## src/rtl/frame_display_reader_pkg.sv

```systemverilog
// frame_display_reader_pkg
// Shared constants and types for the display-side frame reader.
// The image dimensions are the same ones the image processor uses when it
// writes the processed frame, so both ends agree on the memory layout.
// Optional build macro used by the reader: FRAME_PIXEL_DOUBLE_EN.

package frame_display_reader_pkg;

    // Memory word layout is {R[3:0], G[3:0], B[3:0]}
    localparam int DATA_WIDTH = 12;
    localparam int ADDR_WIDTH = 19;

    // Processed image size, shared with the image processor
    localparam int IMG_W = 400;
    localparam int IMG_H = 300;

    // 800x600@60 Hz timing on a 40 MHz pixel clock
    localparam int H_ACT  = 800;
    localparam int H_FP   = 40;
    localparam int H_SYNC = 128;
    localparam int H_BP   = 88;
    localparam int V_ACT  = 600;
    localparam int V_FP   = 1;
    localparam int V_SYNC = 4;
    localparam int V_BP   = 23;

    localparam int H_TOTAL = H_ACT + H_FP + H_SYNC + H_BP;
    localparam int V_TOTAL = V_ACT + V_FP + V_SYNC + V_BP;

    // Counters are wide enough for both totals (1056 and 628)
    localparam int CNT_W = 12;
    typedef logic [CNT_W-1:0] cnt_t;

    typedef enum logic [1:0] {
        IDLE = 2'd0,
        ARM  = 2'd1,
        SCAN = 2'd2
    } state_t;

    // True when val lies in the half-open span [lo, lo+len)
    function automatic logic in_span(input cnt_t val, input int lo, input int len);
        return (val >= cnt_t'(lo)) && (val < cnt_t'(lo + len));
    endfunction

endpackage

```

## src/rtl/frame_display_reader_if.sv

```systemverilog
// frame_display_reader_if
// Groups the processed-image memory read port and the VGA pin bundle.
// master: the frame reader (drives address and pixels).
// slave:  the memory/monitor side (returns read data, consumes pixels).

interface frame_display_reader_if #(
    parameter int DATA_WIDTH = frame_display_reader_pkg::DATA_WIDTH,
    parameter int ADDR_WIDTH = frame_display_reader_pkg::ADDR_WIDTH
);
    logic [ADDR_WIDTH-1:0] r_addr;
    logic [DATA_WIDTH-1:0] r_data;
    logic [3:0]            vga_r;
    logic [3:0]            vga_g;
    logic [3:0]            vga_b;
    logic                  hsync;
    logic                  vsync;
    logic                  de;

    modport master (
        output r_addr,
        input  r_data,
        output vga_r,
        output vga_g,
        output vga_b,
        output hsync,
        output vsync,
        output de
    );

    modport slave (
        input  r_addr,
        output r_data,
        input  vga_r,
        input  vga_g,
        input  vga_b,
        input  hsync,
        input  vsync,
        input  de
    );
endinterface

```

## src/rtl/frame_display_reader_vga_timing_gen.sv

```systemverilog
// vga_timing_gen
// Free-running horizontal/vertical counters with undelayed sync, display
// enable and line/frame boundary strobes. Also exposes the counter values
// for the next clock so the reader can fetch one position ahead.

module vga_timing_gen #(
    parameter int H_ACT  = frame_display_reader_pkg::H_ACT,
    parameter int H_FP   = frame_display_reader_pkg::H_FP,
    parameter int H_SYNC = frame_display_reader_pkg::H_SYNC,
    parameter int H_BP   = frame_display_reader_pkg::H_BP,
    parameter int V_ACT  = frame_display_reader_pkg::V_ACT,
    parameter int V_FP   = frame_display_reader_pkg::V_FP,
    parameter int V_SYNC = frame_display_reader_pkg::V_SYNC,
    parameter int V_BP   = frame_display_reader_pkg::V_BP
) (
    input  logic                            clk_p,
    input  logic                            rst,
    output frame_display_reader_pkg::cnt_t  h_cnt,
    output frame_display_reader_pkg::cnt_t  v_cnt,
    output frame_display_reader_pkg::cnt_t  h_nxt,
    output frame_display_reader_pkg::cnt_t  v_nxt,
    output logic                            active,
    output logic                            hsync_raw,
    output logic                            vsync_raw,
    output logic                            line_end,
    output logic                            frame_end
);
    import frame_display_reader_pkg::*;

    localparam int H_TOT = H_ACT + H_FP + H_SYNC + H_BP;
    localparam int V_TOT = V_ACT + V_FP + V_SYNC + V_BP;

    // Boundary strobes and the counter values for the following clock
    always_comb begin
        line_end  = (h_cnt == cnt_t'(H_TOT - 1));
        frame_end = line_end && (v_cnt == cnt_t'(V_TOT - 1));
        h_nxt     = line_end ? '0 : h_cnt + cnt_t'(1);
        v_nxt     = v_cnt;
        if (line_end) begin
            v_nxt = (v_cnt == cnt_t'(V_TOT - 1)) ? '0 : v_cnt + cnt_t'(1);
        end
    end

    // Region decode on the current position (not yet pipelined)
    always_comb begin
        active    = (h_cnt < cnt_t'(H_ACT)) && (v_cnt < cnt_t'(V_ACT));
        hsync_raw = in_span(h_cnt, H_ACT + H_FP, H_SYNC);
        vsync_raw = in_span(v_cnt, V_ACT + V_FP, V_SYNC);
    end

    // Counters run in every reader state so the monitor never loses lock
    always_ff @(posedge clk_p or negedge rst) begin
        if (!rst) begin
            h_cnt <= '0;
            v_cnt <= '0;
        end else begin
            h_cnt <= h_nxt;
            v_cnt <= v_nxt;
        end
    end

endmodule

```

## src/rtl/frame_display_reader.sv

```systemverilog
// frame_display_reader
// Scans the processed image out of memory once the processor flags it ready
// and drives a VGA pixel stream. The address register is loaded with the
// address for the position the counters reach on the next clock, so with the
// one-clock memory and the colour register a pixel reaches the pins two
// clocks after its counter position, aligned with the delayed sync/de.
// Build option: define FRAME_PIXEL_DOUBLE_EN to show each image pixel as a
// 2x2 block filling the whole active area; otherwise the image sits 1:1 at
// the top-left and the rest of the active area is black.

module frame_display_reader #(
    parameter int DATA_WIDTH = frame_display_reader_pkg::DATA_WIDTH,
    parameter int ADDR_WIDTH = frame_display_reader_pkg::ADDR_WIDTH,
    parameter int IMG_W      = frame_display_reader_pkg::IMG_W,
    parameter int IMG_H      = frame_display_reader_pkg::IMG_H,
    parameter int H_ACT      = frame_display_reader_pkg::H_ACT,
    parameter int H_FP       = frame_display_reader_pkg::H_FP,
    parameter int H_SYNC     = frame_display_reader_pkg::H_SYNC,
    parameter int H_BP       = frame_display_reader_pkg::H_BP,
    parameter int V_ACT      = frame_display_reader_pkg::V_ACT,
    parameter int V_FP       = frame_display_reader_pkg::V_FP,
    parameter int V_SYNC     = frame_display_reader_pkg::V_SYNC,
    parameter int V_BP       = frame_display_reader_pkg::V_BP
) (
    input  logic                        clk_p,
    input  logic                        rst,
    input  logic                        start,
    output logic                        busy,
    output logic                        frame_done,
    frame_display_reader_if.master      bus
);
    import frame_display_reader_pkg::*;

    localparam logic [ADDR_WIDTH-1:0] ROW_STEP = ADDR_WIDTH'(IMG_W);

    cnt_t   h_cnt, v_cnt, h_nxt, v_nxt;
    logic   active, hsync_raw, vsync_raw, line_end, frame_end;

    state_t state, state_nxt;

    logic [ADDR_WIDTH-1:0] col, row_base, col_nxt, row_nxt, r_addr_q;
    logic                  win_nxt, fetch_nxt;
    logic                  pix_q1, pix_q2;
    logic [DATA_WIDTH-1:0] pix_q;
    logic                  de_q1, hs_q1, vs_q1;
    logic                  de_q2, hs_q2, vs_q2;
    logic                  last_q1;

    vga_timing_gen #(
        .H_ACT  (H_ACT),
        .H_FP   (H_FP),
        .H_SYNC (H_SYNC),
        .H_BP   (H_BP),
        .V_ACT  (V_ACT),
        .V_FP   (V_FP),
        .V_SYNC (V_SYNC),
        .V_BP   (V_BP)
    ) u_timing (
        .clk_p     (clk_p),
        .rst       (rst),
        .h_cnt     (h_cnt),
        .v_cnt     (v_cnt),
        .h_nxt     (h_nxt),
        .v_nxt     (v_nxt),
        .active    (active),
        .hsync_raw (hsync_raw),
        .vsync_raw (vsync_raw),
        .line_end  (line_end),
        .frame_end (frame_end)
    );

    // State register
    always_ff @(posedge clk_p or negedge rst) begin
        if (!rst) begin
            state <= IDLE;
        end else begin
            state <= state_nxt;
        end
    end

    // Next state: arm on start, scan from a frame boundary, re-check start only at frame end
    always_comb begin
        state_nxt = state;
        case (state)
            IDLE: begin
                if (start) begin
                    state_nxt = ARM;
                end
            end
            ARM: begin
                if (!start) begin
                    state_nxt = IDLE;
                end else if (frame_end) begin
                    state_nxt = SCAN;
                end
            end
            SCAN: begin
                if (frame_end && !start) begin
                    state_nxt = IDLE;
                end
            end
            default: state_nxt = IDLE;
        endcase
    end

    assign busy = (state == SCAN);

    // Incremental column/row-base for the next position; no multiplier needed
    always_comb begin
        col_nxt = col;
        row_nxt = row_base;
        win_nxt = 1'b0;
`ifdef FRAME_PIXEL_DOUBLE_EN
        if (frame_end) begin
            col_nxt = '0;
            row_nxt = '0;
        end else if (line_end) begin
            col_nxt = '0;
            if (v_cnt[0] && (v_cnt < cnt_t'(2 * IMG_H - 1))) begin
                row_nxt = row_base + ROW_STEP;
            end
        end else if (h_cnt[0] && (h_cnt < cnt_t'(2 * IMG_W - 1))) begin
            col_nxt = col + ADDR_WIDTH'(1);
        end
        win_nxt = (h_nxt < cnt_t'(2 * IMG_W)) && (v_nxt < cnt_t'(2 * IMG_H));
`else
        if (frame_end) begin
            col_nxt = '0;
            row_nxt = '0;
        end else if (line_end) begin
            col_nxt = '0;
            if (v_cnt < cnt_t'(IMG_H - 1)) begin
                row_nxt = row_base + ROW_STEP;
            end
        end else if (h_cnt < cnt_t'(IMG_W - 1)) begin
            col_nxt = col + ADDR_WIDTH'(1);
        end
        win_nxt = (h_nxt < cnt_t'(IMG_W)) && (v_nxt < cnt_t'(IMG_H));
`endif
        fetch_nxt = win_nxt && (state_nxt == SCAN);
    end

    // Column/row-base track the counters; r_addr only moves inside the scanned window
    always_ff @(posedge clk_p or negedge rst) begin
        if (!rst) begin
            col      <= '0;
            row_base <= '0;
            r_addr_q <= '0;
            pix_q1   <= 1'b0;
            pix_q2   <= 1'b0;
        end else begin
            col      <= col_nxt;
            row_base <= row_nxt;
            if (fetch_nxt) begin
                r_addr_q <= row_nxt + col_nxt;
            end
            pix_q1   <= fetch_nxt;
            pix_q2   <= pix_q1;
        end
    end

    // Colour register: memory word for fetched positions, black everywhere else
    always_ff @(posedge clk_p or negedge rst) begin
        if (!rst) begin
            pix_q <= '0;
        end else begin
            pix_q <= pix_q2 ? bus.r_data : '0;
        end
    end

    // Two-stage delay on sync/de and the last-pixel strobe to line up with the colour path
    always_ff @(posedge clk_p or negedge rst) begin
        if (!rst) begin
            de_q1      <= 1'b0;
            hs_q1      <= 1'b0;
            vs_q1      <= 1'b0;
            de_q2      <= 1'b0;
            hs_q2      <= 1'b0;
            vs_q2      <= 1'b0;
            last_q1    <= 1'b0;
            frame_done <= 1'b0;
        end else begin
            de_q1      <= active;
            hs_q1      <= hsync_raw;
            vs_q1      <= vsync_raw;
            de_q2      <= de_q1;
            hs_q2      <= hs_q1;
            vs_q2      <= vs_q1;
            last_q1    <= (state == SCAN) && (h_cnt == cnt_t'(H_ACT - 1))
                          && (v_cnt == cnt_t'(V_ACT - 1));
            frame_done <= last_q1;
        end
    end

    assign bus.r_addr = r_addr_q;
    assign bus.vga_r  = pix_q[11:8];
    assign bus.vga_g  = pix_q[7:4];
    assign bus.vga_b  = pix_q[3:0];
    assign bus.hsync  = hs_q2;
    assign bus.vsync  = vs_q2;
    assign bus.de     = de_q2;

endmodule
```

## src/flat_wrapper.sv

```systemverilog
// flat-port wrapper written by rule: the top's interface ports become plain ports
module frame_display_reader_flat import frame_display_reader_pkg::*;
#(
    parameter int DATA_WIDTH = frame_display_reader_pkg::DATA_WIDTH,
    parameter int ADDR_WIDTH = frame_display_reader_pkg::ADDR_WIDTH,
    parameter int IMG_W      = frame_display_reader_pkg::IMG_W,
    parameter int IMG_H      = frame_display_reader_pkg::IMG_H,
    parameter int H_ACT      = frame_display_reader_pkg::H_ACT,
    parameter int H_FP       = frame_display_reader_pkg::H_FP,
    parameter int H_SYNC     = frame_display_reader_pkg::H_SYNC,
    parameter int H_BP       = frame_display_reader_pkg::H_BP,
    parameter int V_ACT      = frame_display_reader_pkg::V_ACT,
    parameter int V_FP       = frame_display_reader_pkg::V_FP,
    parameter int V_SYNC     = frame_display_reader_pkg::V_SYNC,
    parameter int V_BP       = frame_display_reader_pkg::V_BP
)
  (clk_p, rst, start, busy, frame_done, bus_r_addr, bus_r_data, bus_vga_r, bus_vga_g, bus_vga_b, bus_hsync, bus_vsync, bus_de);
  frame_display_reader_if #(.DATA_WIDTH(DATA_WIDTH), .ADDR_WIDTH(ADDR_WIDTH)) bus_i ();
  input  logic clk_p;
  input  logic rst;
  input  logic start;
  output logic busy;
  output logic frame_done;
  output wire logic [$bits(bus_i.r_addr)-1:0] bus_r_addr;
  input wire logic [$bits(bus_i.r_data)-1:0] bus_r_data;
  output wire logic [$bits(bus_i.vga_r)-1:0] bus_vga_r;
  output wire logic [$bits(bus_i.vga_g)-1:0] bus_vga_g;
  output wire logic [$bits(bus_i.vga_b)-1:0] bus_vga_b;
  output wire logic [$bits(bus_i.hsync)-1:0] bus_hsync;
  output wire logic [$bits(bus_i.vsync)-1:0] bus_vsync;
  output wire logic [$bits(bus_i.de)-1:0] bus_de;
  assign bus_r_addr = bus_i.r_addr;
  assign bus_i.r_data = bus_r_data;
  assign bus_vga_r = bus_i.vga_r;
  assign bus_vga_g = bus_i.vga_g;
  assign bus_vga_b = bus_i.vga_b;
  assign bus_hsync = bus_i.hsync;
  assign bus_vsync = bus_i.vsync;
  assign bus_de = bus_i.de;
  frame_display_reader #(.DATA_WIDTH(DATA_WIDTH), .ADDR_WIDTH(ADDR_WIDTH), .IMG_W(IMG_W), .IMG_H(IMG_H), .H_ACT(H_ACT), .H_FP(H_FP), .H_SYNC(H_SYNC), .H_BP(H_BP), .V_ACT(V_ACT), .V_FP(V_FP), .V_SYNC(V_SYNC), .V_BP(V_BP)) u_core (.clk_p(clk_p), .rst(rst), .start(start), .busy(busy), .frame_done(frame_done), .bus(bus_i));
endmodule
```

## config.mk

```make
export PLATFORM = sky130hd
export DESIGN_NAME = frame_display_reader_flat
export DESIGN_NICKNAME = d
export VERILOG_FILES = /design/src/rtl/frame_display_reader_pkg.sv /design/src/rtl/frame_display_reader_if.sv /design/src/rtl/frame_display_reader_vga_timing_gen.sv /design/src/rtl/frame_display_reader.sv /design/src/flat_wrapper.sv
export SDC_FILE = /design/constraint.sdc
export NUM_CORES = 1
export LEC_CHECK = 0
export ABC_AREA = 1
export ABC_CLOCK_PERIOD_IN_PS = 5020
export BUFFER_PORTS_ARGS = -buffer_cell sky130_fd_sc_hd__buf_2
export CAP_MARGIN = 20
export CORE_ASPECT_RATIO = 0.9
export CORE_MARGIN = 3
export CORE_UTILIZATION = 46
export DETAILED_ROUTE_END_ITERATION = 6
export HOLD_SLACK_MARGIN = 0.15
export PLACE_DENSITY = 0.73
export SLEW_MARGIN = 25
export SYNTH_ARGS = -nofsm -noshare
export SYNTH_HDL_FRONTEND = slang
export SYNTH_SLANG_ARGS = --single-unit
```

## constraint.sdc

```tcl
create_clock -name clk_p -period 5.02 [get_ports clk_p]
set_input_delay 0.753 -clock clk_p [delete_from_list [all_inputs] [get_ports clk_p]]
set_output_delay 0.753 -clock clk_p [all_outputs]
set_load 0.02 [all_outputs]
```

==> results of run 1 <==
cell usage in the layout (no fill, tap or decap), types with 2 or more instances in the layout:
| cell | instances |
|---|---|
| buf_2 | 49 |
| xor2_1 | 22 |
| or2_2 | 3 |
| a21oi_1 | 40 |
| buf_4 | 3 |
| o21ai_0 | 34 |
| nor2_1 | 82 |
| inv_1 | 124 |
| ha_1 | 24 |
| o21a_1 | 3 |
| nand2_1 | 158 |
| nor3_1 | 22 |
| clkbuf_16 | 9 |
| a211oi_1 | 5 |
| a21boi_0 | 3 |
| nand3_4 | 2 |
| a31oi_1 | 3 |
| clkinvlp_4 | 2 |
| o21ai_1 | 9 |
| xnor2_1 | 6 |
| dfrtp_1 | 105 |
| nor2_4 | 3 |
| nand4_1 | 17 |
| inv_2 | 7 |
| nand2_2 | 16 |
| clkbuf_8 | 2 |
| o21ai_2 | 13 |
| nand3_1 | 43 |
| nor2_2 | 3 |
| nand3_2 | 8 |
routing by layer:
metal | routed length, um | GRT usage | part of all wire
met5 | 0 | 0 | 0
met4 | 216 | 0.0608 | 0.016
met1 | 6490 | 0.260 | 0.49
met2 | 5990 | 0.306 | 0.45
met3 | 604 | 0.0336 | 0.045
final cells by class:
| type | count | area share |
|---|---|---|
| Multi-Input combinational cell | 532 | 0.429 |
| Sequential cell | 105 | 0.384 |
| Tap cell | 164 | 0.0300 |
| Timing Repair Buffer | 52 | 0.0391 |
| Inverter | 131 | 0.0718 |
| Clock inverter | 5 | 0.00913 |
| Clock buffer | 11 | 0.0369 |
worst max-delay path, cell delays in order (launching register included):
cell and delay (ns):
dfrtp_1 0.37, ha_1 0.23, nand2_1 0.12, nor2_4 0.18, nand2_2 0.10, nor2_4 0.47, nand2_1 0.20, inv_1 0.17
nand3_1 0.11, xor2_1 0.15, nor2_1 0.07, ha_1 0.38, a21oi_1 0.26, o21ai_0 0.13, a21oi_1 0.12, o21ai_0 0.18
a21boi_0 0.25, xor2_1 0.09, o21ai_1 0.12, inv_1 0.06
metrics by stage:
stage	power (uW)	instance area [um^2]	util	instances	hold WS, ns
3_5_place_dp	907	6530	0.507	984	0.335
3_3_place_gp	907	6530	0.507	984	0.332
4_1_cts	1650	6850	0.532	1000	0.350
5_1_grt	1680	6850	0.532	1000	0.363
2_1_floorplan	878	6130	-	777	0.331
6_report	1630	6850	0.532	1000	0.349
path summary, 6_finish.rpt:
| check | cells after the start | slack [ns] | startpoint | to |
|---|---|---|---|---|
| setup / recovery | 19 | 1.12 | u_core.u_timing.h_cnt[0] | u_core.bus.r_addr[15] |
| hold / removal | 0 | 0.35 | u_core.de_q1 | u_core.bus.de |
| setup reg to reg | 19 | 1.12 | u_core.u_timing.h_cnt[0] | u_core.bus.r_addr[15] |
| hold reg to reg | 0 | 0.35 | u_core.de_q1 | u_core.bus.de |
| max in group asynchronous | 2 | 3.47 | rst | u_core.col[13] |
| min in group asynchronous | 1 | 0.42 | rst | u_core.u_timing.h_cnt[5] |
power by group through the flow:
stage	clock network, uW	registers (uW)	logic [uW]
final	737	851	37.1
after global routing	788	851	43.1
after CTS	756	851	39.2
after detailed placement	0	868	39.1
after global placement	0	868	38.9
after floorplan	0	875	3.66
flip-flops by register name, indices dropped and copies added (netlist names), 2 cells and up:
signal,flops
u_core.bus.r_addr,19
u_core.col,19
u_core.row_base,19
u_core.pix_q,12
u_core.u_timing.h_cnt,12
u_core.u_timing.v_cnt,12
u_core.state,2
cells by family after synthesis:
| group | after synthesis | share of synthesized area |
|---|---|---|
| buffers and inverters | 140 | 0.0918 |
| xor gates and xnor gates | 28 | 0.0400 |
| DFF | 105 | 0.428 |
| AOI/OAI and AO/OA | 116 | 0.111 |
| adders and majority gates | 25 | 0.0522 |
| and+or+nand+nor | 363 | 0.277 |
==> run_results.csv, run 1 <==
group,metric,value,unit
final_layout,synthToLayoutAreaGrowth,11.7,%
setup_path,startpoint_type,"flip-flop",
clock_tree,ctsHtreeMaxLevel,3,
drt,first_pass_iters,5,
timing,clock.fmax,257,MHz
timing,finalClockSkew,0.00589,ns
pwr,switching_share,0.215,
synthesis,synth_area_per_cell,7.89,um^2
global_route,grt_start_max_net_pins,54,
pwr,switching_power,349,uW
clock_tree,insertion_delay,0.35,ns
synthesis,synth_commonest_cells,"nand2_1, inv_1, dfrtp_1",
drt,detailroute.via_count,5104,
pwr,cell_int_power,1280,uW
synthesis,synthFlopType,"dfrtp_1",
die,floorplan.core_area,12900,um^2
clock_tree,cts-buffers-inserted,9,
setup_path,data_required_time_at_the_worst_endpoint,5.26,ns
pwr,p_seq_frac,0.524,
drt,final_antenna_net_count,0,
final_layout,fillerInstances,1251,
synthesis,ys_ff_latch,105,
global_route,first_pass_grt_wire_length,22.5,mm
final_layout,diodes,0,
die,die_area,14800,um^2
synthesis,synth_largest_area_cell,"dfrtp_1",
timing,timing.final.hold_violations,0,
clock_tree,postCtsResizedCells,0,
place,dp_hpwl,9.98,mm
global_route,gr-usage-all-layers,0.189,
final_layout,final_net_count,871,
synthesis,netlist_top_cells_area,"dfrtp_1, nand2_1, inv_1",
clock_tree,clock_tree.root_cell,"clkbuf_16",
die,floorplan.die.width,128,um
clock_tree,tritoncts_num_sinks,105,
setup_path,timing_worst_setup_path_type,"flip-flop to flip-flop",
synthesis,ys_warn_count,0,
timing,worst_slew_pin_slew,0.677,ns
clock_tree,cts_tree,"yes",
synthesis,synth-async-reset-ratio,1.00,
global_route,globalRouteOverflowTotal,0,
drt,post_drt_via_cell_ratio,5.10,
min_path,holdCritPathClass,"flip-flop to flip-flop",
timing,setup_slack,1.12,ns
clock_tree,holdBufCountCts,0,
synthesis,syn_nets,817,
pwr,power.leakage,0.00358,uW
synthesis,synth_edf_count,0,
synthesis,synth.cell_area,6130,um^2
setup_path,critical_path_arrival,4.14,ns
final_layout,final-seq-area,2630,um^2
setup_path,setup.worst_path.end_class,"flip-flop",
pwr,clockPowerShare,0.453,
global_route,antenna_found_initial,0,
timing,period_needed,3.90,ns
clock_tree,clkTransAtPathRegs,0.07,ns
pwr,comb_power_share,0.023,
status,run_status,"completed",
synthesis,netlist_instances,777,
drt,wl,13.3,mm
die,top_level_ports,51,
final_layout,drive_gt1_frac,0.153,
synthesis,synth_cell_type_count,41,
synthesis,yosysTopAreaCellShare,0.428,
synthesis,synth_seq_area_share,0.428,
setup_path,maximum_fanout_along_the_worst_path,24,
run,cap_viol_max_count,0,
die,initial_utilization,0.476,
die,placement_rows,39,
timing,timing.slew.headroom,0.549,
clock_tree,post_cts_setup_buffers,0,
drt,drt_iter0_markers,493,
pwr,ir_worst_vdd,0.157,mV
final_layout,footprint_of_the_multi_input_gates,2940,um^2
drt,avgRoutedWirePerCell,13.3,um
timing,post-route-period-util,0.776,
timing,unrepaired_setup_endpoints_after_global_routing,"false",
global_route,first_global_vias,4884,
timing,timing.setup.tns,0,ns
pwr,cell_area_power_density,237,nW/um^2
drt,post-route-drc-count,0,
place,gpl.final_weighted_congestion,0.875,
place,port_buffers,50,
synthesis,synth_most_common_cell,"nand2_1",
timing,setup_viol,0,
place,dpl_worst_slack,1.13,ns
die,die_y,116,um
timing,finalMaxSlewViolations,0,
clock_tree,clock_tree.buffer_depth,2,
No activity file was read; power rests on OpenSTA's default activity.
==> inputs of run 2 (changes only) <==
--- a/config.mk
+++ b/config.mk
@@ -6,7 +6,7 @@
 export NUM_CORES = 1
 export LEC_CHECK = 0
 export ABC_AREA = 1
-export ABC_CLOCK_PERIOD_IN_PS = 5020
+export ABC_CLOCK_PERIOD_IN_PS = 3200
 export BUFFER_PORTS_ARGS = -buffer_cell sky130_fd_sc_hd__buf_2
 export CAP_MARGIN = 20
 export CORE_ASPECT_RATIO = 0.9
@@ -14,7 +14,7 @@
 export CORE_UTILIZATION = 46
 export DETAILED_ROUTE_END_ITERATION = 6
 export HOLD_SLACK_MARGIN = 0.15
-export PLACE_DENSITY = 0.73
+export PLACE_DENSITY = 0.75
 export SLEW_MARGIN = 25
 export SYNTH_ARGS = -nofsm -noshare
 export SYNTH_HDL_FRONTEND = slang
==> constraint.sdc (replaced) <==
create_clock -name clk_p -period 3.2 [get_ports clk_p]
set_input_delay 0.48 -clock clk_p [delete_from_list [all_inputs] [get_ports clk_p]]
set_output_delay 0.48 -clock clk_p [all_outputs]
set_load 0.02 [all_outputs]
==> run_results.csv, run 2 (synthesized netlist as in run 1, its figures left out) <==
group,metric,value,unit
die,floorplan.die.width,128,um
setup_path,critPathTopFamily,"simple AND/OR/NAND/NOR gates",
die,floorplan.core_area,12900,um^2
run,cap_viol_max_count,0,
final_layout,final_core_utilization,0.671,
setup_path,critical_path_arrival,3.65,ns
global_route,antenna_found_initial,0,
pwr,power.leakage,0.00431,uW
place,port_buffers,50,
setup_path,startpoint_type,"flip-flop",
final_layout,synthToLayoutAreaGrowth,41.0,%
setup_path,reg2reg_from,"u_core.u_timing.h_cnt[0]",
drt,post-route-drc-count,0,
die,initial_utilization,0.476,
timing,clock.fmax,297,MHz
final_layout,layout_commonest_cell,"nand2_1",
setup_path,crit_start,"u_core.u_timing.h_cnt[0]",
clock_tree,cts-buffers-inserted,9,
die,die_area,14800,um^2
place,placed_cell_area,7270,um^2
timing,unrepaired_setup_endpoints_after_global_routing,"true",
final_layout,diodes,0,
setup_path,setup.worst_path.end_class,"flip-flop",
pwr,ir_worst_vdd,0.255,mV
final_layout,final_cell_mix,"nand2_1, inv_1, buf_4",
die,top_level_ports,51,
status,run_status,"finished with violations",
status,failed_checks,"setup timing",
timing,post-route-period-util,1.05,
die,placement_rows,39,
timing,setup_slack,-0.166,ns
timing,period_needed,3.37,ns
pwr,cell_int_power,1960,uW
timing,finalMaxSlewViolations,0,
drt,detailroute.via_count,5913,
pwr,p_seq_frac,0.526,
setup_path,worst_path_largest_cell_delay,0.42,ns
global_route,first_global_vias,5455,
setup_path,critical_path.endpoint,"u_core.bus.r_addr[18]",
drt,post_drt_via_cell_ratio,5.27,
drt,first_pass_iters,5,
timing,timing.final.hold_violations,0,
place,gpl.final_weighted_congestion,0.885,
pwr,switching_power,575,uW
min_path,holdCritPathClass,"primary input to asynchronous set/reset pin",
drt,avgRoutedWirePerCell,15.4,um
global_route,gr-usage-all-layers,0.212,
clock_tree,holdBufCountCts,0,
setup_path,data_required_time_at_the_worst_endpoint,3.48,ns
pwr,cell_area_power_density,294,nW/um^2
setup_path,worst-path-stages,20,
global_route,globalRouteOverflowTotal,0,
clock_tree,clkTransAtPathRegs,0.07,ns
setup_path,maximum_fanout_along_the_worst_path,4,
clock_tree,tritoncts_num_sinks,105,
final_layout,cell_count_final_fillers_out,1123,
clock_tree,cts_tree,"yes",
setup_path,timing_worst_setup_path_type,"flip-flop to flip-flop",
setup_path,cp_slowest_cell,"dfrtp_1",
timing,finalClockSkew,0.00786,ns
pwr,switching_share,0.227,
global_route,first_pass_grt_wire_length,25.1,mm
die,die_y,116,um
pwr,comb_power_share,0.024,
pwr,clockPowerShare,0.450,
timing,setup_viol,9,
place,dp.cells,1077,
setup_path,cp_common_cell,"nand2_1",
final_layout,drive_gt1_frac,0.406,
setup_path,cp_cell_sequence,"ha_4, nand3_4, nand3_4, a21oi_4, nand2_2, nor2_4, nand2_1, nor2_1, nand2_1, a21oi_2, ha_1, a21oi_2, o21ai_2, a211oi_2, nand2_1, nor2_4, inv_1, nand3_1, nand2_1, a21oi_1",
clock_tree,ctsHtreeMaxLevel,3,
clock_tree,clock_tree.root_cell,"clkbuf_16",
setup_path,worst_reg2reg_setup_slack,-0.17,ns
setup_path,critPathBufInv,1,
drt,drt_iter0_markers,400,
global_route,grt_start_max_net_pins,55,
place,dp_hpwl,11.1,mm
final_layout,final_net_count,994,
clock_tree,clock_tree.buffer_depth,2,
drt,wl,17.3,mm
setup_path,regToRegEndpoint,"u_core.bus.r_addr[18]",
drt,final_antenna_net_count,0,
final_layout,finish.instance_area,8650,um^2
clock_tree,insertion_delay,0.36,ns
setup_path,worst_r2r_path_depth,20,
timing,timing.slew.headroom,0.538,
timing,worst_slew_pin_slew,0.692,ns
==> run 2: metrics by stage <==
step	TNS, ns	total power [uW]	hold slack, ns	worst slack, ns
2_1_floorplan	0	1380	0.184	0.0113
3_3_place_gp	-0.510	1420	0.333	-0.175
3_5_place_dp	-2.49	1430	0.339	-0.346
4_1_cts	0	2560	0.183	0.00592
5_1_grt	-2.04	2610	0.215	-0.341
6_report	-0.491	2540	0.161	-0.166
==> run 2: worst reg2reg max path, cell delays in order, from the launching register on <==
cell,delay (ns)
dfrtp_1,0.42
ha_4,0.20
nand3_4,0.10
nand3_4,0.07
a21oi_4,0.28
nand2_2,0.13
nor2_4,0.13
nand2_1,0.11
nor2_1,0.17
nand2_1,0.11
a21oi_2,0.20
ha_1,0.30
a21oi_2,0.18
o21ai_2,0.09
a211oi_2,0.23
nand2_1,0.14
nor2_4,0.13
inv_1,0.05
nand3_1,0.07
nand2_1,0.05
a21oi_1,0.12
==> run 2: worst min path at each step <==
stage,from,depth (start not counted),end
floorplan,rst,0,u_core.bus.de
global placement,u_core.pix_q1,0,u_core.pix_q2
detailed placement,u_core.vs_q1,0,u_core.bus.vsync
CTS,rst,1,u_core.bus.hsync
global route,rst,1,u_core.de_q1
finish,rst,1,u_core.de_q1
==> run 2: metal layers <==
metal	track usage	up-vias	routed length, um	share of wire
met2	0.357	179	8690	0.50
met4	0.0467	0	294	0.017
li1	-	2855	-	-
met3	0.0535	27	945	0.055
met5	0	-	0	0
met1	0.278	2852	7380	0.43
==> run 2: final cells by class <==
| type | instances | area [um^2] |
|---|---|---|
| clock buffer | 9 | 225 |
| timing repair buffer | 175 | 1280 |
| tap | 164 | 205 |
| fill | 988 | 4240 |
| clock inverter | 7 | 76.3 |
| multi-input combinational | 532 | 3730 |
| inverter | 131 | 502 |
| sequential | 105 | 2630 |
==> run 2: what timing repair did <==
action | in CTS | in global routing
endpoints found under the setup margin | 12 | 13
setup buffers | 13 | 19
resized for setup | 54 | 143
pin swaps | 26 | 79
==> run 2: power groups by stage <==
| stage | clock [uW] | combinational [uW] | sequential (uW) |
|---|---|---|---|
| 2_1_floorplan | 0 | 5.74 | 1370 |
| 3_3_place_gp | 0 | 62.9 | 1360 |
| 3_5_place_dp | 0 | 64.0 | 1360 |
| 4_1_cts | 1160 | 64.3 | 1330 |
| 5_1_grt | 1200 | 71.4 | 1340 |
| 6_report | 1140 | 61.7 | 1330 |
==> inputs of run 3 (changes only) <==
--- a/config.mk
+++ b/config.mk
@@ -6,15 +6,16 @@
 export NUM_CORES = 1
 export LEC_CHECK = 0
 export ABC_AREA = 1
-export ABC_CLOCK_PERIOD_IN_PS = 3200
+export ABC_CLOCK_PERIOD_IN_PS = 3950
 export BUFFER_PORTS_ARGS = -buffer_cell sky130_fd_sc_hd__buf_2
 export CAP_MARGIN = 20
 export CORE_ASPECT_RATIO = 0.9
 export CORE_MARGIN = 3
 export CORE_UTILIZATION = 46
+export CTS_CLUSTER_DIAMETER = 50
 export DETAILED_ROUTE_END_ITERATION = 6
 export HOLD_SLACK_MARGIN = 0.15
-export PLACE_DENSITY = 0.75
+export PLACE_DENSITY = 0.73
 export SLEW_MARGIN = 25
 export SYNTH_ARGS = -nofsm -noshare
 export SYNTH_HDL_FRONTEND = slang
==> constraint.sdc (replaced) <==
create_clock -name clk_p -period 3.95 [get_ports clk_p]
set_input_delay 0.5925 -clock clk_p [delete_from_list [all_inputs] [get_ports clk_p]]
set_output_delay 0.5925 -clock clk_p [all_outputs]
set_load 0.005 [all_outputs]
==> run_results.csv, run 3 (synthesized netlist as in run 1, its figures left out) <==
group,metric,value,unit
place,port_buffers,50,
setup_path,worst_r2r_path_depth,22,
timing,timing.final.hold_violations,0,
clock_tree,clkTransAtPathRegs,0.07,ns
final_layout,diodes,0,
setup_path,cp_slowest_cell,"ha_1",
pwr,power,2100,uW
clock_tree,clock_tree.root_cell,"clkbuf_16",
final_layout,final_cell_mix,"nand2_1, inv_1, dfrtp_1",
min_path,holdCritPathClass,"flip-flop to flip-flop",
die,top_level_ports,51,
min_path,min-delay-start,"u_core.vs_q1",
drt,wl,13.4,mm
min_path,min_path_cells,0,
final_layout,layout_commonest_cell,"nand2_1",
timing,setup_slack,0.321,ns
die,die_y,116,um
drt,post_drt_via_cell_ratio,5.14,
clock_tree,cts-buffers-inserted,9,
setup_path,cp_common_cell,"inv_1",
setup_path,worst_path_largest_cell_delay,0.38,ns
global_route,first_pass_grt_wire_length,22.7,mm
setup_path,timing_worst_setup_path_type,"flip-flop to flip-flop",
place,dpl_worst_slack,0.152,ns
setup_path,setup.worst_path.end_class,"flip-flop",
drt,first_pass_iters,5,
timing,timing.slew.headroom,0.427,
clock_tree,ctsHtreeMaxLevel,3,
final_layout,fillerInstances,1240,
final_layout,cell_count_final_fillers_out,1008,
timing,worst_slew_pin_slew,0.859,ns
drt,detailroute.via_count,5179,
clock_tree,cts_tree,"yes",
setup_path,worst_reg2reg_setup_slack,0.32,ns
drt,final_antenna_net_count,0,
timing,timing.setup.tns,0,ns
place,dp.cells,991,
setup_path,startpoint_type,"flip-flop",
pwr,ir_worst_vdd,0.205,mV
clock_tree,insertion_delay,0.35,ns
setup_path,data_required_time_at_the_worst_endpoint,4.16,ns
final_layout,finish.instance_area,6960,um^2
global_route,antenna_found_initial,0,
run,cap_viol_max_count,0,
timing,setup_viol,0,
clock_tree,clock_tree.buffer_depth,2,
die,floorplan.core_area,12900,um^2
timing,finalMaxSlewViolations,0,
pwr,cell_int_power,1680,uW
status,run_status,"completed",
pwr,switching_share,0.197,
place,gpl.final_weighted_congestion,0.961,
final_layout,final-seq-area,2630,um^2
drt,avgRoutedWirePerCell,13.3,um
drt,post-route-drc-count,0,
die,initial_utilization,0.476,
global_route,globalRouteOverflowTotal,0,
setup_path,critPathBufInv,5,
setup_path,cp_cell_sequence,"ha_1, nand2_1, inv_1, nand2_1, nor2_1, nand3_1, nor2_2, inv_1, nor3_1, inv_1, nor3_1, nor3_1, ha_1, inv_1, nor3_2, nand2_1, nor3_1, nor2_2, inv_1, nand3_1, nand2_1, a21oi_1",
die,die_area,14800,um^2
pwr,comb_power_share,0.019,
setup_path,reg2reg_from,"u_core.u_timing.h_cnt[0]",
setup_path,maximum_fanout_along_the_worst_path,6,
pwr,cell_area_power_density,302,nW/um^2
timing,period_needed,3.63,ns
pwr,p_seq_frac,0.516,
die,floorplan.die.width,128,um
die,placement_rows,39,
setup_path,critPathTopFamily,"simple AND/OR/NAND/NOR gates",
setup_path,regToRegEndpoint,"u_core.bus.r_addr[18]",
min_path,worstHoldEndpoint,"u_core.bus.vsync",
final_layout,synthToLayoutAreaGrowth,13.4,%
global_route,gr-usage-all-layers,0.191,
pwr,clockPowerShare,0.465,
final_layout,final_net_count,879,
timing,finalClockSkew,0.0104,ns
final_layout,drive_gt1_frac,0.169,
place,dp_hpwl,10.3,mm
timing,post-route-period-util,0.919,
global_route,grt_start_max_net_pins,70,
place,placed_cell_area,6590,um^2
setup_path,critical_path_arrival,3.84,ns
drt,drt_iter0_markers,325,
timing,clock.fmax,276,MHz
global_route,first_global_vias,4817,
clock_tree,tritoncts_num_sinks,105,
pwr,switching_power,413,uW
pwr,power.leakage,0.00364,uW
final_layout,footprint_of_the_multi_input_gates,2970,um^2
[run 3: changes by cell type in the layout (fill, tap and decap cells not counted), sizes merged]
cell,before,now
inv,133,132
bufinv,1,2
clkbuf,9,12
clkinv,2,1
clkinvlp,2,0
buf,175,60
[run 3: worst register-to-register path, cell delays in order, from the launching register on]
cell and delay [ns]:
dfrtp_1 0.37, ha_1 0.22, nand2_1 0.12, inv_1 0.11
nand2_1 0.07, nor2_1 0.11, nand3_1 0.10, nor2_2 0.20
inv_1 0.13, nor3_1 0.28, inv_1 0.12, nor3_1 0.17
nor3_1 0.11, ha_1 0.38, inv_1 0.09, nor3_2 0.24
nand2_1 0.11, nor3_1 0.25, nor2_2 0.09, inv_1 0.06
nand3_1 0.07, nand2_1 0.06, a21oi_1 0.05
[run 3: how the worst max path moves through the flow]
stage,from,end,slack [ns],cells after the start
2_1_floorplan,u_core.u_timing.h_cnt[0],u_core.bus.r_addr[16],0.52,19
3_3_place_gp,u_core.u_timing.h_cnt[0],u_core.bus.r_addr[15],0.21,19
3_5_place_dp,u_core.u_timing.h_cnt[0],u_core.bus.r_addr[15],0.15,19
4_1_cts,u_core.u_timing.h_cnt[0],u_core.bus.r_addr[15],0.13,19
5_1_grt,u_core.u_timing.h_cnt[0],u_core.bus.r_addr[18],-0.008,21
6_report,u_core.u_timing.h_cnt[0],u_core.bus.r_addr[18],0.32,22
[run 3: power groups by stage]
stage / clock (uW) / combinational, uW / sequential (uW)
2_1_floorplan: 0 / 4.65 / 1100
3_3_place_gp: 0 / 42.5 / 1100
3_5_place_dp: 0 / 43.0 / 1100
4_1_cts: 1010 / 43.0 / 1080
5_1_grt: 1050 / 47.8 / 1080
6_report: 975 / 40.6 / 1080
[run 3: what timing repair did]
item                                    4_1_cts  5_1_grt
hold buffers                                  0        0
buffers inserted                              0        1
endpoints found under the setup margin        0        9
resized for setup                             0       10
[run 3: area by class of cell]
class / instances / share of cell area
clock inverters: 4 / 0.0106
inverters: 131 / 0.0707
multi-input cells: 532 / 0.427
flip-flops and latches: 105 / 0.378
well taps: 164 / 0.0295
repair buffers: 60 / 0.0471
clock buffers: 12 / 0.0369
[run 3: metal layers]
layer | vias up | GRT usage | part of all wire
li1 | 2627 | - | -
met1 | 2403 | 0.269 | 0.49
met2 | 128 | 0.298 | 0.44
met3 | 21 | 0.0369 | 0.053
met4 | 0 | 0.0636 | 0.019
met5 | - | 0 | 0
[run 3: through the flow]
step / utilization / hold WS, ns
floorplan: - / 0.297
global placement: 0.511 / 0.336
detailed placement: 0.511 / 0.336
CTS: 0.537 / 0.350
global route: 0.540 / 0.353
finish: 0.540 / 0.349
